File: config.mk
export PLATFORM = sky130hd
export DESIGN_NAME = fsb_ws_timer
export DESIGN_NICKNAME = d
export VERILOG_FILES = /design/src/rtl/fsb_pkg.sv /design/src/rtl/fsb_region_decode.sv /design/src/rtl/fsb_ws_timer.sv
export SDC_FILE = /design/constraint.sdc
export NUM_CORES = 1
export LEC_CHECK = 0
export BUFFER_PORTS_ARGS = -buffer_cell sky130_fd_sc_hd__clkbuf_2
export CORE_MARGIN = 8
export CORE_UTILIZATION = 46
export CTS_CLUSTER_SIZE = 40
export DETAILED_ROUTE_END_ITERATION = 8
export GPL_TIMING_DRIVEN = 0
export PLACE_DENSITY = 0.7
export SETUP_SLACK_MARGIN = 0.2
export SKIP_CTS_REPAIR_TIMING = 1
export SLEW_MARGIN = 20
export SYNTH_ARGS = -nofsm -noshare
export SYNTH_HDL_FRONTEND = slang
export SYNTH_HIERARCHICAL = 1
export SYNTH_SLANG_ARGS = --single-unit
File: constraint.sdc
create_clock -name FCLK -period 4 [get_ports FCLK]
set_input_delay 0 -clock FCLK [delete_from_list [all_inputs] [get_ports FCLK]]
set_output_delay 0 -clock FCLK [all_outputs]
set_load 0.02 [all_outputs]
File: src/rtl/fsb_pkg.sv
// rtl/fsb_pkg.sv - shared FSB types, region decode constants and decode function
package fsb_pkg;

  typedef enum logic [2:0] {IDLE, WAIT, IOWAIT, ACK, BERR} state_e;
  typedef enum logic [1:0] {REG_RAM, REG_ROM, REG_IO} region_e;

  localparam logic [1:0] RAM_PREFIX = 2'b00;
  localparam logic [3:0] ROM_NIBBLE = 4'h4;

  function automatic region_e fsb_region(input logic [3:0] a);
    if (a[3:2] == RAM_PREFIX) begin
      return REG_RAM;
    end else if (a == ROM_NIBBLE) begin
      return REG_ROM;
    end else begin
      return REG_IO;
    end
  endfunction

endpackage

File: src/rtl/fsb_region_decode.sv
// rtl/fsb_region_decode.sv - combinational A_FSB[23:20] to RAM/ROM/IO region decode
module fsb_region_decode
  import fsb_pkg::*;
(
  input  logic [3:0] i_addr,
  output region_e    o_region
);

  assign o_region = fsb_region(i_addr);

endmodule

File: src/rtl/fsb_ws_timer.sv
// rtl/fsb_ws_timer.sv - FSB wait-state timer and DTACK generator
// Optional IO timeout / bus error path enabled by FSB_IO_TIMEOUT_EN.
module fsb_ws_timer
  import fsb_pkg::*;
#(
  parameter int RAM_WS = 2,
  parameter int ROM_WS = 3,
  parameter int IO_WS  = 4,
  parameter int CNT_W  = 3
`ifdef FSB_IO_TIMEOUT_EN
  ,
  parameter int TO_CYC = 255
`endif
)
(
  input  logic       FCLK,
  input  logic       RES,
  input  logic [3:0] A_FSB,
  input  logic       nAS_FSB,
  input  logic       ROMWS,
  input  logic       RAMWS,
  input  logic       IOWS,
  input  logic       IOReady,
  output logic       nDTACK_FSB,
  output logic       IOStart,
  output logic       Busy,
  output logic       nBERR_FSB
);

  state_e           r_state;
  state_e           w_next;
  region_e          r_region;
  region_e          w_region;
  logic [CNT_W-1:0] r_cnt;
  logic [CNT_W-1:0] w_load_cnt;
  logic             r_armed;
  logic             r_iostart;
  logic             w_start;

  fsb_region_decode u_decode (
    .i_addr   (A_FSB),
    .o_region (w_region)
  );

  always_comb begin
    w_load_cnt = '0;
    case (w_region)
      REG_RAM: if (RAMWS) w_load_cnt = CNT_W'(RAM_WS);
      REG_ROM: if (ROMWS) w_load_cnt = CNT_W'(ROM_WS);
      default: if (IOWS)  w_load_cnt = CNT_W'(IO_WS);
    endcase
  end

  // A cycle starts only if nAS was sampled high in IDLE on the previous edge.
  assign w_start = (r_state == IDLE) && r_armed && !nAS_FSB;

`ifdef FSB_IO_TIMEOUT_EN
  logic [7:0] r_to_cnt;
  logic       w_timeout;

  assign w_timeout = (r_to_cnt == 8'(TO_CYC - 1));

  always_ff @(posedge FCLK or posedge RES) begin
    if (RES) begin
      r_to_cnt <= '0;
    end else begin
      r_to_cnt <= (r_state == IOWAIT) ? r_to_cnt + 8'd1 : 8'd0;
    end
  end

  assign nBERR_FSB = (r_state != BERR);
`else
  assign nBERR_FSB = 1'b1;
`endif

  always_comb begin
    w_next = r_state;
    case (r_state)
      IDLE: begin
        if (w_start) begin
          if (w_load_cnt != '0)      w_next = WAIT;
          else if (w_region == REG_IO) w_next = IOWAIT;
          else                       w_next = ACK;
        end
      end
      WAIT: begin
        if (nAS_FSB)                      w_next = IDLE;
        else if (r_cnt == CNT_W'(1))      w_next = (r_region == REG_IO) ? IOWAIT : ACK;
      end
      IOWAIT: begin
        if (nAS_FSB)      w_next = IDLE;
        else if (IOReady) w_next = ACK;
`ifdef FSB_IO_TIMEOUT_EN
        else if (w_timeout) w_next = BERR;
`endif
      end
      ACK:     if (nAS_FSB) w_next = IDLE;
      BERR:    if (nAS_FSB) w_next = IDLE;
      default: w_next = IDLE;
    endcase
  end

  always_ff @(posedge FCLK or posedge RES) begin
    if (RES) begin
      r_state   <= IDLE;
      r_region  <= REG_RAM;
      r_cnt     <= '0;
      r_armed   <= 1'b0;
      r_iostart <= 1'b0;
    end else begin
      r_state   <= w_next;
      r_armed   <= (r_state == IDLE) && nAS_FSB;
      r_iostart <= (w_next == IOWAIT) && (r_state != IOWAIT);
      if (w_start) begin
        r_region <= w_region;
        r_cnt    <= w_load_cnt;
      end else if ((r_state == WAIT) && (r_cnt > CNT_W'(1))) begin
        r_cnt <= r_cnt - CNT_W'(1);
      end
    end
  end

  assign nDTACK_FSB = (r_state != ACK);
  assign Busy       = (r_state != IDLE);
  assign IOStart    = r_iostart;

endmodule

==> flow_summary.json <==
{
  "grt_max_degree": 11,
  "clock.fmax_mhz": 693,
  "wl_per_cell_um": 13.4,
  "holdPathStages": 3,
  "fin_crit_sh": 0.361,
  "gp_congestion": 0.730,
  "place_area_um2": 756,
  "p_per_area_mw_per_mm2": 538,
  "crit_arrival_ns": 1.63,
  "syn_to_final_growth_pct": 18.8,
  "dieArea_mm2": 0.00294,
  "synth-main-ff-cell": "dfrtp_1",
  "synth_warnings": 6,
  "synthCells": 64,
  "vias_per_cell": 5.43,
  "cts-root-buf": "clkbuf_4",
  "reg2reg_slack_ns": 2.56,
  "stdcell_area_um2": 798,
  "setup_viol": 0,
  "drc_errors": 0,
  "coreArea_mm2": 0.00133,
  "finClkSkew_ns": 0.00167,
  "nets": 97,
  "slowest_stage": "dfrtp_1",
  "cellLeakagePower_nw": 0.387,
  "synth_area_um2": 672,
  "grt_pass1_vias": 529,
  "reg2regPathDepth": 5,
  "hold_class": "in -> reg",
  "synth_cell_types": 35,
  "syn_nets": 77,
  "startpoint_type": "flop",
  "grt_use_total": 0.0972,
  "rsz0062_at_grt": "false",
  "via_count": 527,
  "cts_buffer_depth": 2,
  "crit_chain": "inv_1 -> ha_1 -> a31oi_1 -> o32ai_4 -> nor3b_2",
  "layout-drive-gt1-share": 0.341,
  "max_stage_delay_ns": 0.37,
  "final.setup.tns_ns": 0,
  "clk_pin_slew_ns": 0.07,
  "grt_pass1_wl_um": 2150,
  "cts_made_buffers": 3,
  "ys_ff_latch": 10,
  "critPathMaxFanout": 6,
  "ir_drop_uv": 282,
  "max_cap_violations": 0,
  "antenna-diode-count": 0,
  "clk_latency_ns": 0.26,
  "crit_required_ns": 4.19,
  "antenna_found_initial": 0,
  "routed_wl_um": 1300,
  "drt-pass1-iter-count": 5,
  "worst_slack_ns": 2.56,
  "die_x_um": 54.2,
  "antenna_left": 0,
  "seq_area_frac_synth": 0.372,
  "criticalPathCategory": "reg -> reg",
  "min_from": "ROMWS",
  "drt_iter0_drc": 7,
  "die_h_um": 54.2,
  "slew_viol_final": 0,
  "avgSynthCellArea_um2": 10.5,
  "synthArstFlopShare": 1.00,
  "cts.sinks": 10,
  "cp-startpoint": "r_cnt[1]",
  "htreeDepth": 1,
  "place_ws_ns": 2.43,
  "outcome": "complete, no violations",
  "layout_common_cells": "13 x clkbuf_2, 10 x dfrtp_1, 6 x inv_1, 4 x nor2_1",
  "port_buffers": 13,
  "detailed_place_hpwl_um": 1010,
  "synth_edf_count": 0,
  "hold_violations": 0,
  "cts_tree": "yes",
  "io_pins": 15,
  "critPathCaptureType": "flop",
  "r2r-start": "r_cnt[1]",
  "final_common_cell": "clkbuf_2",
  "start_util": 0.504,
  "grt_overflow": 0,
  "rows": 13,
  "period_needed_ns": 1.44
}
-- registers in the layout (all words and copies together) (netlist names) --
signal / flops
IOStart: 1
r_armed: 1
r_cnt: 3
r_region: 2
r_state: 3
-- kinds of logic after synthesis --
| kind of cell | after synthesis | synth area share |
|---|---|---|
| AOI/OAI and AO/OA | 15 | 0.184 |
| adders and majority gates | 2 | 0.0372 |
| buffers and inverters | 8 | 0.0615 |
| DFF | 10 | 0.372 |
| muxes | 6 | 0.101 |
| other | 1 | 0.00558 |
| and+or+nand+nor | 22 | 0.238 |
-- stage by stage --
step                      cells  hold WS, ns  total power, mW   util
after global placement       92      -0.0254            0.356  0.567
after global routing         97       0.0232            0.462  0.598
after CTS                    95       -0.285            0.430  0.583
after floorplan              64       -0.160            0.316      -
final                        97     0.000788            0.429  0.598
after detailed placement     92     -0.00483            0.360  0.567
-- Yosys cell counts (2+ instances only) --
cell	count	area, um^2
ha_1	2	25.0
nor3b_2	2	25.0
mux2i_1	3	30.0
a21oi_1	3	15.0
a31oi_1	2	12.5
mux2_2	2	22.5
dfrtp_1	10	250
nor2_1	4	15.0
inv_1	6	22.5
o21a_1	2	15.0
nor2b_1	2	12.5
nand2_1	2	7.51
nand2b_1	2	12.5
-- cell type report --
cell class | count | area, um^2
fillers | 126 | 536
multi-input cells | 46 | 380
flip-flops and latches | 10 | 250
repair buffers | 15 | 85.1
clock buffers | 3 | 22.5
inverters | 6 | 22.5
plain buffers | 2 | 18.8
well taps | 15 | 18.8
-- layer usage --
metal / track usage / wire length, um / part of all wire / vias to the layer above
li1: - / - / - / 267
met1: 0.117 / 636 / 0.49 / 238
met2: 0.153 / 560 / 0.43 / 18
met3: 0.0217 / 79 / 0.061 / 4
met4: 0.0615 / 19 / 0.015 / 0
met5: 0 / 0 / 0 / -
-- critical path, delay by kind of cell (launching register included) --
family | cells | cell delay [ns]
AO/OA/AOI/OAI | 2 | 0.38
flip-flops | 1 | 0.37
adder cells (fa/ha/maj) | 1 | 0.30
AND/OR/NAND/NOR | 1 | 0.21
buffers and inverters | 1 | 0.11
-- where the power goes --
group / internal [mW] / switching [mW]
sequential: 0.133 / 0.0229
combinational: 0.0925 / 0.110
clock: 0.0348 / 0.0360
total: 0.261 / 0.169
-- path summary, 6_finish.rpt --
kind                          endpoint
max reg2reg                    IOStart
min in group asynchronous      IOStart
min reg2reg                r_region[0]
max                            IOStart
min                           r_cnt[0]
max in group asynchronous   r_state[1]
(Power assumes the default switching activity.)
